`src/rtl/updown_mod_counter_pkg.sv`:
```
// Shared definitions for the modulo-N up/down counter: direction
// constants, a clog2 helper and the MODULUS legality check.
package cnt_pkg;

    localparam logic DIR_UP   = 1'b1;
    localparam logic DIR_DOWN = 1'b0;

    // Bits needed to hold values 0..v-1.
    function automatic int clog2(input int v);
        int r;
        r = 0;
        for (int i = 0; i < 31; i++) begin
            if ((1 << i) < v) r = i + 1;
        end
        return r;
    endfunction

    // WIDTH in 1..16, MODULUS in 2..2^WIDTH.
    function automatic bit modulus_ok(input int w, input int m);
        return (w >= 1) && (w <= 16) && (m >= 2) && (clog2(m) <= w);
    endfunction

endpackage

```
`src/rtl/updown_mod_counter_toggle_cell.sv`:
```
// One bit of the counter: synchronous-clear toggle stage.
// Ports: clk, reset (sync, active-high), toggle (invert q), q (state).
module toggle_cell (
    input  logic clk,
    input  logic reset,
    input  logic toggle,
    output logic q
);

    always_ff @(posedge clk) begin
        if (reset)
            q <= 1'b0;
        else if (toggle)
            q <= ~q;
    end

endmodule

```
`src/rtl/updown_mod_counter.sv`:
```
// Modulo-MODULUS up/down counter built from WIDTH toggle cells, with
// clamped parallel load, combinational terminal count and a registered
// wrap pulse.
// Ports: clk, reset (sync, active-high), enable, up, load, load_val,
//        count (registered), tc (combinational), wrap (registered).
// Optional macro CNT_POWERON_CLEAR_EN: the first clk edge acts as reset.
module updown_mod_counter
    import cnt_pkg::*;
#(
    parameter int WIDTH   = 4,
    parameter int MODULUS = 10
) (
    input  logic             clk,
    input  logic             reset,
    input  logic             enable,
    input  logic             up,
    input  logic             load,
    input  logic [WIDTH-1:0] load_val,
    output logic [WIDTH-1:0] count,
    output logic             tc,
    output logic             wrap
);

    if (!modulus_ok(WIDTH, MODULUS)) begin : g_bad_modulus
        $error("updown_mod_counter: illegal WIDTH/MODULUS");
    end

    localparam logic [WIDTH-1:0] TOP = WIDTH'(MODULUS - 1);

    logic             clr;
    logic [WIDTH-1:0] nxt;
    logic             wrap_nxt;

`ifdef CNT_POWERON_CLEAR_EN
    // Configuration-time value gives a defined state with no reset pin.
    logic first_run = 1'b1;

    always_ff @(posedge clk) begin
        first_run <= 1'b0;
    end

    assign clr = reset | first_run;
`else
    assign clr = reset;
`endif

    always_comb begin
        nxt      = count;
        wrap_nxt = 1'b0;
        if (load) begin
            nxt = (load_val > TOP) ? TOP : load_val;
        end else if (enable) begin
            if (up == DIR_UP) begin
                if (count == TOP) begin
                    nxt      = '0;
                    wrap_nxt = 1'b1;
                end else begin
                    nxt = count + 1'b1;
                end
            end else begin
                if (count == '0) begin
                    nxt      = TOP;
                    wrap_nxt = 1'b1;
                end else begin
                    nxt = count - 1'b1;
                end
            end
        end
    end

    // Same-cycle carry so a cascaded digit steps with zero latency.
    assign tc = enable & ((up & (count == TOP)) | (~up & (count == '0)));

    always_ff @(posedge clk) begin
        if (clr)
            wrap <= 1'b0;
        else
            wrap <= wrap_nxt;
    end

    // Each cell flips exactly where the next state differs.
    for (genvar i = 0; i < WIDTH; i++) begin : g_cell
        toggle_cell u_cell (
            .clk    (clk),
            .reset  (clr),
            .toggle (count[i] ^ nxt[i]),
            .q      (count[i])
        );
    end

endmodule

```
`config.mk`:
```
export PLATFORM = sky130hd
export DESIGN_NAME = updown_mod_counter
export DESIGN_NICKNAME = d
export VERILOG_FILES = /design/src/rtl/updown_mod_counter_pkg.sv /design/src/rtl/updown_mod_counter_toggle_cell.sv /design/src/rtl/updown_mod_counter.sv
export SDC_FILE = /design/constraint.sdc
export NUM_CORES = 1
export LEC_CHECK = 0
export ABC_CLOCK_PERIOD_IN_PS = 1900
export BUFFER_PORTS_ARGS = -buffer_cell sky130_fd_sc_hd__buf_2
export CELL_PAD_IN_SITES_DETAIL_PLACEMENT = 1
export CELL_PAD_IN_SITES_GLOBAL_PLACEMENT = 1
export CORE_MARGIN = 4
export CORE_UTILIZATION = 34
export DETAILED_ROUTE_END_ITERATION = 10
export PLACE_DENSITY = 0.83
export SYNTH_ARGS = -nofsm -noshare
export SYNTH_HDL_FRONTEND = slang
export SYNTH_SLANG_ARGS = --single-unit
export TNS_END_PERCENT = 30
```
`constraint.sdc`:
```
create_clock -name clk -period 1.9 [get_ports clk]
set_input_delay 0.19 -clock clk [delete_from_list [all_inputs] [get_ports clk]]
set_output_delay 0.19 -clock clk [all_outputs]
set_load 0.02 [all_outputs]
```
==> results.yml <==
worst_setup_path:
  critical_path.top_delay_family: "simple AND/OR/NAND/NOR gates"
  reg2reg_depth: 6
  critical_path.max_fanout: 7
  slowest_stage: "or3b_4"
  worst-setup-path-type: "flip-flop to output pin"
  critPathLaunchType: "flip-flop"
  critPathBufInv: 2
  crit_path_max_incr_delay_ns: 0.38
  cp-end-kind: "output pin"
  arrival_ns: 1.65
  worstPathRequired_ns: 1.71
  worst-path-stages: 6
  worstPathCellList: "inv_2 -> ha_4 -> or3b_4 -> a21oi_2 -> and2_4 -> buf_4"
floorplan:
  placementRows: 13
  dieArea_um2: 2100
  start_util: 0.369
  pin_count: 15
  die_y_um: 45.8
  dieWidth_um: 45.8
  core_area_um2: 1320
worst_hold_path:
  hold_path_class: "primary input to flip-flop"
  hold-path-cell-count: 2
timing:
  hold_viol_final: 0
  worst_pin_slew_ns: 0.381
  slew_violations: 0
  max_clock_freq_mhz: 543
  setup_viol_count_final: 0
  layout_setup_ws_ns: 0.0594
  period_minus_slack_ns: 1.84
  period_share: 0.969
  relSlewSlack: 0.745
  finClkSkew_ns: 0.00377
global_routing:
  first_global_vias: 504
  grt_usage: 0.141
  grt_pass1_wl_um: 2100
  grt.overflow.total: 0
  grt_antenna_before_repair: 0
  grt_start_max_net_pins: 12
power:
  power_frac_clock: 0.330
  power.internal_mw: 0.258
  switchingPower_mw: 0.133
  finalPower_mw: 0.391
  p_sw_frac: 0.339
  pwr-share-comb: 0.347
  powerDensity_nw_per_um2: 659
  ir_drop_uv: 289
  p_seq_frac: 0.323
  power_leakage_nw: 0.260
final_layout:
  finalNonFillerCells: 91
  antenna-diode-count: 0
  fill_cells: 173
  drive_above_1_share: 0.408
  nNetsFinal: 89
  synthToLayoutAreaGrowth_pct: 21.9
  final_core_util: 0.450
clocking:
  clk_latency_ns: 0.25
  cts_tree: "yes"
  hold_buffers: 0
  cts_root_buf: "clkbuf_4"
  cts_buffers: 3
  cts.clk_slew.worst_paths_ns: 0.04
  cts.sinks: 5
  clk_path_buf_depth: 2
  cts_max_level: 1
yosys:
  ys_types: 34
  synth_warnings: 0
  ys_ff_latch: 5
  syn_inst: 62
  syn_nets: 74
  yosysSeqAreaShare: 0.206
  synth_area_um2: 487
  syn_area_per_cell_um2: 7.85
placed_design:
  io_buffers: 14
  dp_hpwl_um: 980
  place_inst: 85
  gp_congestion: 0.835
  place_ws_ns: 0.139
route:
  wl_per_cell_um: 14.5
  drt-initial-drc-count: 4
  viasPerCell: 5.32
  via_count: 484
  routed_wl_um: 1320
  drc: 0
  ant_nets: 0
  first_pass_iters: 2
run:
  cap_viol_max_count: 0
run_status:
  outcome: "complete, no violations"
layout make-up:
type / count / area [um2] / area share
clock buffer: 4 / 26.3 / 0.0443
inverter: 5 / 18.8 / 0.0316
multi-input combinational: 44 / 323 / 0.544
sequential: 5 / 104 / 0.175
tap: 15 / 18.8 / 0.0316
timing repair buffer: 18 / 103 / 0.173
Yosys cell counts, drive strengths merged:
master	count	area [um2]
o21a	2	15.0
ha	3	37.5
a21oi	3	18.8
buf	7	53.8
nor3	1	5.00
or3b	1	11.3
a311oi	1	8.76
nor2b	3	18.8
nor4b	1	8.76
nand2	3	11.3
o31ai	1	7.51
nand2b	1	6.26
clkbuf	1	3.75
a22oi	1	7.51
nor2	3	11.3
a21o	2	16.3
a22o	1	10.0
a221oi	1	8.76
inv	5	18.8
and2	2	15.0
o211ai	1	7.51
nand3	2	10.0
a41oi	1	8.76
xnor2	1	8.76
nand3b	1	7.51
nor3b	1	12.5
o21ai	5	25.0
o22ai	2	12.5
dfxtp	5	100
logic make-up after synthesis:
| kind of cell | Yosys count | share of synthesized area |
|---|---|---|
| flops | 5 | 0.206 |
| fa+ha+maj | 3 | 0.0771 |
| xor+xnor | 1 | 0.0180 |
| simple gates | 19 | 0.242 |
| compound gates | 21 | 0.301 |
| buf+inv | 13 | 0.157 |
worst reg2reg max path, stage by stage (launching register included):
cell     delay (ns)
dfxtp_4        0.36
inv_2          0.08
ha_4           0.15
or3b_4         0.38
a21oi_2        0.15
and2_4         0.16
nor3b_2        0.16
path summary, 6_finish.rpt:
| kind | end | slack, ns | from |
|---|---|---|---|
| min | g_cell[0].u_cell.q | 0.19 | reset |
| min reg2reg | g_cell[1].u_cell.q | 0.70 | g_cell[1].u_cell.q |
| max reg2reg | wrap | 0.39 | g_cell[0].u_cell.q |
| max | tc | 0.06 | g_cell[0].u_cell.q |
power groups by stage:
stage	Sequential (mW)	Clock (mW)	Combinational, mW
2_1_floorplan	0.122	0	0.102
3_3_place_gp	0.127	0	0.120
3_5_place_dp	0.128	0	0.122
4_1_cts	0.126	0.135	0.132
5_1_grt	0.128	0.139	0.150
6_report	0.126	0.129	0.136
registers in the layout, summed over array words and instances (netlist names):
signal	cells
wrap	1
g_cell.u_cell.q	4
layout by cell type, fill, tap and decap left out, types with 2 or more instances in the layout:
| master | instances |
|---|---|
| inv_2 | 2 |
| o22ai_1 | 2 |
| nor2_1 | 3 |
| a21oi_1 | 2 |
| o21a_1 | 2 |
| nor2b_1 | 3 |
| ha_1 | 2 |
| o21ai_0 | 5 |
| clkbuf_4 | 3 |
| nand2_1 | 3 |
| nand3_1 | 2 |
| inv_1 | 3 |
| buf_4 | 5 |
| dfxtp_1 | 4 |
| buf_2 | 13 |
what timing repair did:
item / 4_1_cts / 5_1_grt
endpoints found under the setup margin: 1 / 1
gates resized for setup: 5 / 2
setup buffers: 1 / 1
pin swaps: 0 / 1
gates cloned: 0 / 0
routing by layer:
| metal | track usage | part of all wire | vias up |
|---|---|---|---|
| li1 | - | - | 245 |
| met1 | 0.160 | 0.41 | 229 |
| met2 | 0.240 | 0.54 | 8 |
| met3 | 0.0316 | 0.036 | 2 |
| met4 | 0.0795 | 0.014 | 0 |
| met5 | 0 | 0 | - |
stage by stage:
step	TNS [ns]	cell area (um2)	hold slack (ns)
finish	0	593	0.191
global route	-0.000494	593	0.192
CTS	0	581	0.179
detailed placement	0	533	0.451
global placement	0	533	0.444
floorplan	0	487	0.261
Note: power is estimated with default switching activity, not from simulation.
